==> src/rtl/spike_rate_decoder.sv <==
// spike_rate_decoder
//   Counts spikes from the LIF neuron over a programmable window of clock
//   cycles and presents each window's count as a rate sample through a
//   one-deep valid/ready output buffer.
//
//   Optional feature macro: SPIKE_ISI_EN
//     When defined, adds inter-spike interval tracking and the isi_out port.
//
// Ports:
//   clk         in   1      single clock, posedge
//   reset       in   1      asynchronous, active-high reset
//   enable      in   1      run decoder; low returns to IDLE
//   spike_in    in   1      registered spike from neuron
//   cfg_window  in   WIN_W  window length in cycles (0 treated as 1)
//   rate_data   out  CNT_W  spike count of last completed window
//   rate_sat    out  1      rate_data saturated during that window
//   rate_valid  out  1      output buffer holds an unread sample
//   rate_ready  in   1      consumer accepts when rate_valid && rate_ready
//   overrun     out  1      sticky: a completed window was dropped
//   isi_out     out  CNT_W  last inter-spike interval (SPIKE_ISI_EN only)
module spike_rate_decoder #(
  parameter int CNT_W = 8,
  parameter int WIN_W = 8
) (
  input  logic             clk,
  input  logic             reset,
  input  logic             enable,
  input  logic             spike_in,
  input  logic [WIN_W-1:0] cfg_window,
  output logic [CNT_W-1:0] rate_data,
  output logic             rate_sat,
  output logic             rate_valid,
  input  logic             rate_ready,
  output logic             overrun
`ifdef SPIKE_ISI_EN
  ,
  output logic [CNT_W-1:0] isi_out
`endif
);

  localparam logic [CNT_W-1:0] CNT_MAX = '1;

  typedef enum logic {IDLE, COUNT} state_t;

  state_t           state;
  logic [CNT_W-1:0] count;
  logic             win_sat;
  logic [WIN_W-1:0] win_cnt;

  function automatic logic [CNT_W-1:0] sat_inc(input logic [CNT_W-1:0] v);
    return (v == CNT_MAX) ? v : v + CNT_W'(1);
  endfunction

  logic [CNT_W-1:0] cnt_next;
  logic             hit_max;
  logic [WIN_W-1:0] win_load;
  logic             win_end;
  logic             accept;
  logic             buf_free;

  assign cnt_next = spike_in ? sat_inc(count) : count;
  assign hit_max  = spike_in && (count == CNT_MAX);
  assign win_load = (cfg_window == '0) ? WIN_W'(1) : cfg_window;
  assign win_end  = (state == COUNT) && enable && (win_cnt == WIN_W'(1));
  assign accept   = rate_valid && rate_ready;
  // The slot is usable if empty or being drained on this very edge.
  assign buf_free = !rate_valid || rate_ready;

`ifdef SPIKE_ISI_EN
  logic [CNT_W-1:0] isi_cnt;
  logic [CNT_W-1:0] last_isi;
  logic             spike_seen;
  logic [CNT_W-1:0] last_isi_next;

  // A spike on the window's last edge must already be reflected in the
  // interval that travels with that window's sample.
  assign last_isi_next = (spike_in && spike_seen) ? sat_inc(isi_cnt) : last_isi;

  always_ff @(posedge clk or posedge reset) begin
    if (reset) begin
      isi_cnt    <= '0;
      last_isi   <= '0;
      spike_seen <= 1'b0;
      isi_out    <= '0;
    end else begin
      if (state == IDLE) begin
        isi_cnt    <= '0;
        last_isi   <= '0;
        spike_seen <= 1'b0;
      end else if (enable) begin
        isi_cnt  <= spike_in ? '0 : sat_inc(isi_cnt);
        last_isi <= last_isi_next;
        if (spike_in) spike_seen <= 1'b1;
        if (win_end && buf_free) isi_out <= last_isi_next;
      end
    end
  end
`endif

  always_ff @(posedge clk or posedge reset) begin
    if (reset) begin
      state      <= IDLE;
      count      <= '0;
      win_sat    <= 1'b0;
      win_cnt    <= '0;
      rate_data  <= '0;
      rate_sat   <= 1'b0;
      rate_valid <= 1'b0;
      overrun    <= 1'b0;
    end else begin
      // Consumer drain; a window end below may reload the slot this edge.
      if (accept) rate_valid <= 1'b0;

      case (state)
        IDLE: begin
          count   <= '0;
          win_sat <= 1'b0;
          win_cnt <= '0;
          if (enable) begin
            state   <= COUNT;
            win_cnt <= win_load;
            overrun <= 1'b0;
          end
        end
        COUNT: begin
          if (!enable) begin
            // Partial window is discarded; buffer and overrun survive.
            state   <= IDLE;
            count   <= '0;
            win_sat <= 1'b0;
            win_cnt <= '0;
          end else if (win_end) begin
            count   <= '0;
            win_sat <= 1'b0;
            win_cnt <= win_load;
            if (buf_free) begin
              rate_data  <= cnt_next;
              rate_sat   <= win_sat || hit_max;
              rate_valid <= 1'b1;
            end else begin
              overrun <= 1'b1;
            end
          end else begin
            count   <= cnt_next;
            win_sat <= win_sat || hit_max;
            win_cnt <= win_cnt - WIN_W'(1);
          end
        end
        default: state <= IDLE;
      endcase
    end
  end

endmodule

==> config.mk <==
export PLATFORM = sky130hd
export DESIGN_NAME = spike_rate_decoder
export DESIGN_NICKNAME = d
export VERILOG_FILES = /design/src/rtl/spike_rate_decoder.sv
export SDC_FILE = /design/constraint.sdc
export NUM_CORES = 1
export LEC_CHECK = 0
export CAP_MARGIN = 20
export CELL_PAD_IN_SITES_DETAIL_PLACEMENT = 1
export CELL_PAD_IN_SITES_GLOBAL_PLACEMENT = 1
export CORE_MARGIN = 2
export CORE_UTILIZATION = 42
export CTS_BUF_LIST = sky130_fd_sc_hd__clkbuf_4 sky130_fd_sc_hd__clkbuf_8
export DETAILED_ROUTE_END_ITERATION = 7
export PLACE_DENSITY = 0.93
export SYNTH_ARGS = -nofsm -noshare
export SYNTH_HDL_FRONTEND = slang
export SYNTH_SLANG_ARGS = --single-unit
==> constraint.sdc <==
create_clock -name clk -period 1.9 [get_ports clk]
set_clock_uncertainty 0.05 [all_clocks]
set_input_delay 0.38 -clock clk [delete_from_list [all_inputs] [get_ports clk]]
set_output_delay 0.38 -clock clk [all_outputs]
set_load 0.01 [all_outputs]
## Yosys cells after proc, flatten, opt, wreduce, memory -nomap -nowiden

Index checks and enable logic that the tools add are counted.

| storage, ports and cells | value |
|---|---|
| bits in latches | 0 |
| memories kept | 0 |
| word-level logic and storage cells | 51 |
| output and inout bits | 11 |
| RAM bits | 0 |
| register bits after elaboration | 29 |
| bits in read-only memories | 0 |
| input bits | 13 |

| operators by class | value |
|---|---|
| muxes and demuxes | 24 |
| bitwise logic cells | 1 |
| add/subtract/negate cells | 2 |
| order comparisons | 0 |
| reductions and logical operators | 10 |
| shift operators | 0 |
| div/mod/pow operators | 0 |
| multipliers | 0 |
| equality and inequality tests | 6 |

Operator list:

| cell | number |
|---|---|
| two-way mux 8 bit | 8 |
| one-hot mux 8 bit (2 select lines) | 2 |
| two-way mux 1 bit | 12 |
| adder 8 x 1 -> 8 bit, second input constant | 1 |
| equality test 8 x 1 -> 1 bit, second input constant | 1 |
| equality test 8 bit, second input constant | 1 |
| logical NOT 8 bit | 1 |
| AND reduction 4 bit | 2 |
| subtractor 8 x 1 -> 8 bit, second input constant | 1 |
| != test 2 bit, second input constant | 3 |
| logical AND 1 bit | 4 |
| one-hot mux 1 bit (2 select lines) | 2 |
| logical OR 1 bit | 2 |
| != test 2 x 1 -> 1 bit, second input constant | 1 |
| logical NOT 1 bit | 1 |
| NOT 1 bit | 1 |

## Longest topological paths before layout

| logic depth | value |
|---|---|
| depth after elaboration | 6 |
| gate-level depth with buffers | 7 |
| mapped depth without buffers | 6 |

## Worst setup path before layout

No wires, ideal clock.

| timing | value |
|---|---|
| path type | register to register |
| from | reg count[0] |
| to | reg rate_data[7] |
| arrival | 1.373 ns |
| path slack | 0.352 ns |
| period minus slack after synthesis | 1.548 ns |
| cell stages (with the launch flop) | 7 |
| path buffers | 1 |
| library setup time | 0.125 ns |
| required time | 1.725 ns |
| path through | dfrtp_1 > ha_1 > and3_1 > clkbuf_1 > nor4b_1 > o21bai_1 > o21ai_1 |

| between the ends | value |
|---|---|
| longest elaborated chain between the ends | 3 |
| elaborated cells on any way between the ends | 4 |
| classes of those cells | 1 x add/sub; 1 x eq/ne; 2 x mux |

RTL lines:

| what | RTL line | source |
|---|---|---|
| start, declared | 46 | `logic [CNT_W-1:0] count;` |
| start signal, assigned | 144 | `count <= cnt_next;` |
| adder 8 x 1 -> 8 bit / equality test 8 bit (equally long branches) | 51 | `return (v == CNT_MAX) ? v : v + CNT_W'(1);` |
| two-way mux 8 bit * | 51 |  |
| two-way mux 8 bit * | 61 | `assign cnt_next = spike_in ? sat_inc(count) : count;` |
| end signal, assigned | 137 | `rate_data <= cnt_next;` |
| end, declared | 30 | `output logic [CNT_W-1:0] rate_data,` |

Mark *: on every way between the ends. The rest lies on a longest branch, timed or not.
A chain may end at the register's enable or synchronous reset.

## Final worst setup path

| timing | value |
|---|---|
| from | reg count[0] |
| to | reg rate_data[1] |

The elaborated chain is that of the path after synthesis.

==> flow_summary_export.csv <==
group,metric,value,unit
clocking,numCtsBuffers,5,
floorplanning,die_area,3770,sq um
worst_setup_path,cp_max_fo,5,
power_and_ir_drop,clockPowerShare,0.290,
worst_setup_path,cp-start-kind,"flop",
clocking,path_clk_slew,0.11,ns
detailed_routing,postRouteAntennaNets,0,
cells_and_area,drive_gt1_frac,0.116,
floorplanning,die_w,61.4,microns
worst_setup_path,crit_slowest_cell,"dfrtp_1",
clocking,max-clock-path-buffers,2,
logic_synthesis,yosysWarningCount,0,
timing,worstMarginPinSlew,0.500,ns
logic_synthesis,synth_nets,148,
cells_and_area,postLayoutCoreUtil,0.560,
logic_synthesis,post-synth-top-area-fraction,0.524,
power_and_ir_drop,vdd_drop_max,0.000443,V
clocking,htreeDepth,2,
clocking,holdBufCountCts,0,
timing,fin_crit,1.75,ns
timing,max_slew_margin,0.664,
timing,finalSetupTns,0,ns
power_and_ir_drop,p_comb_frac,0.166,
power_and_ir_drop,p_leak,0.744,nW
cells_and_area,instances_no_fill,208,
global_route,grt-ovfl-total,0,
detailed_routing,drt_pass1_iterations,4,
cells_and_area,final_nets,179,
worst_setup_path,r2r_end,"rate_data[1]",
logic_synthesis,synth.most_common_cell,"dfrtp_1",
logic_synthesis,syn-cell-area,1380,sq um
worst_setup_path,max_stage_delay,0.42,ns
global_route,first_global_vias,1186,
worst_setup_path,r2r_slack,0.15,ns
worst_setup_path,cp.arrival,1.91,ns
floorplanning,die_h,61.4,microns
timing,period_share,0.921,
detailed_routing,first_iter_violations,25,
worst_hold_path,min_path_type,"in -> async",
clocking,clk_latency,0.34,ns
timing,rsz0062_at_grt,"no",
timing,setup_slack,0.151,ns
logic_synthesis,syn_avg_cell_area,10.5,sq um
power_and_ir_drop,swShare,0.291,
placement,dp_slack,-0.0597,ns
logic_synthesis,synth_edf_count,0,
logic_synthesis,yosys.cell_types.count,35,
power_and_ir_drop,p_int,893,uW
floorplanning,rows,20,
logic_synthesis,synth_flop_cell,"dfrtp_1",
clocking,cts_tree,"yes",
logic_synthesis,yosysSeqAreaShare,0.524,
power_and_ir_drop,power_density,725,nW/um^2
worst_setup_path,worst_r2r_path_depth,5,
detailed_routing,drc_errors,0,
worst_setup_path,r2r-start,"count[0]",
placement,place_inst,200,
power_and_ir_drop,power_frac_seq,0.544,
logic_synthesis,ys_ff_latch,29,
timing,finalMaxSlewViolations,0,
floorplanning,fp.coreArea,3100,sq um
worst_setup_path,path_buf_inv,0,
logic_synthesis,synthCells,132,
worst_setup_path,critPathTopFamily,"compound AO/OA/AOI/OAI gates",
detailed_routing,wire_per_inst,15.3,microns
worst_setup_path,crit_path_end_kind,"flop",
cells_and_area,antenna_cells,0,
placement,io_buffer_count,23,
detailed_routing,viasPerCell,5.26,
placement,place_congestion,0.775,
logic_synthesis,synth_top_area_cell,"dfrtp_1",
logic_synthesis,async_flop_share,1.00,
global_route,track_usage,0.197,
timing,setup_violations,0,
detailed_routing,num_vias,1095,
clocking,cts_sinks,29,
detailed_routing,wl,3190,microns
power_and_ir_drop,p_switching,367,uW
worst_setup_path,crit_chain,"ha_1, nand3_1, o21ai_0, mux2i_1, o21ai_1",
flow_run,maxCapViolations,0,
global_route,antenna_found_initial,0,
worst_setup_path,critPathRequiredTime,2.06,ns
worst_setup_path,worstSetupPathType,"reg -> reg",
placement,dp_hpwl,2440,microns
timing,finalHoldViolCount,0,
global_route,grt_first_pass_wirelength,5350,microns
clocking,cts_resized,0,
clocking,cts_setup_buffers,0,
timing,fmax,572,MHz
logic_synthesis,ys_top_cells_by_count,"dfrtp_1 (29), nor2_1 (13), nand2_1 (11), o21ai_1 (8)",
clocking,clockRootBuffer,"clkbuf_4",
power_and_ir_drop,power,1.26,mW
floorplanning,initial_core_util,0.446,
logic_synthesis,synth_area_leaders,"dfrtp_1 (52%), o2bb2ai_1 (3.8%), nor2_1 (3.5%)",
floorplanning,boundaryPins,24,
run_status,status,"finished clean",
global_route,grt_max_degree,30,
cells_and_area,syn_to_final_growth,25.6,%
==> sequential cells by signal (all words and copies together), names as in the netlist <==
signal	flops
count	8
overrun	1
rate_data	8
rate_sat	1
rate_valid	1
state	1
win_cnt	8
win_sat	1
==> worst register-to-register path: cells and delay by family (launching register included) <==
family / cells / cell delay [ns]
adders and majority gates: 1 / 0.22
DFF: 1 / 0.42
muxes: 1 / 0.28
and+or+nand+nor: 1 / 0.19
AOI/OAI and AO/OA: 2 / 0.47
==> cells by family (layout without fill, tap and decap cells) <==
logic type,count (synthesis),after routing,share of synthesized area
adder cells (fa/ha/maj),3,3,0.0271
AND/OR/NAND/NOR,46,46,0.189
AO/OA/AOI/OAI,35,35,0.165
multiplexers,3,3,0.0217
XOR/XNOR,7,7,0.0443
buffers and inverters,9,41,0.0280
flip-flops,29,29,0.524
==> worst max-delay path by stage <==
stage             start      endpoint  slack (ns)  depth (start not counted)
2_1_floorplan  count[0]  rate_data[7]        0.35                          6
3_3_place_gp   spike_in  rate_data[7]        0.01                          5
3_5_place_dp   spike_in  rate_data[6]       -0.06                          5
4_1_cts        count[0]  rate_data[1]        0.14                          5
5_1_grt        count[0]  rate_data[1]        0.04                          5
6_report       count[0]  rate_data[1]        0.15                          5
==> routing by layer <==
layer	wire length, microns	part of all wire	global-route usage	up-vias
met4	67	0.021	0.0912	0
met2	1580	0.50	0.330	18
met5	0	0	0	-
met1	1450	0.46	0.247	536
met3	83	0.026	0.0378	7
li1	-	-	-	534
==> placed cells by master, fill, tap and decap left out, types with 3 or more instances in the layout <==
cell type / instances
dfrtp_1: 29
clkdlybuf4s50_1: 23
nor2_1: 13
nand2_1: 11
o21ai_1: 8
inv_1: 6
a21oi_1: 6
o2bb2ai_1: 6
o21ai_0: 5
clkbuf_4: 5
nand3_1: 4
xnor2_1: 4
buf_4: 4
nand2b_1: 3
nand4_1: 3
mux2i_1: 3
xor2_1: 3
ha_1: 3
==> area by class of cell <==
| type | instances | area, sq um |
|---|---|---|
| Timing Repair Buffer | 27 | 260 |
| Multi-Input combinational cell | 94 | 619 |
| Inverter | 6 | 22.5 |
| Tap cell | 44 | 55.1 |
| Fill cell | 366 | 1370 |
| Sequential cell | 29 | 726 |
| Clock inverter | 3 | 17.5 |
| Clock buffer | 5 | 37.5 |
==> per-stage QoR <==
stage                     cell area, sq um  hold slack, ns
after global placement                1680           0.419
final                                 1740           0.347
after detailed placement              1680           0.435
after global routing                  1740           0.375
after CTS                             1740           0.362
after floorplan                       1380           0.361
==> power groups by stage <==
stage	combinational (mW)	sequential (mW)	clock [mW]
final	0.209	0.685	0.365
after global placement	0.200	0.693	0
after global routing	0.233	0.689	0.402
after detailed placement	0.211	0.696	0
after CTS	0.212	0.685	0.375
after floorplan	0.122	0.695	0
No activity file was read; power rests on OpenSTA's default activity.
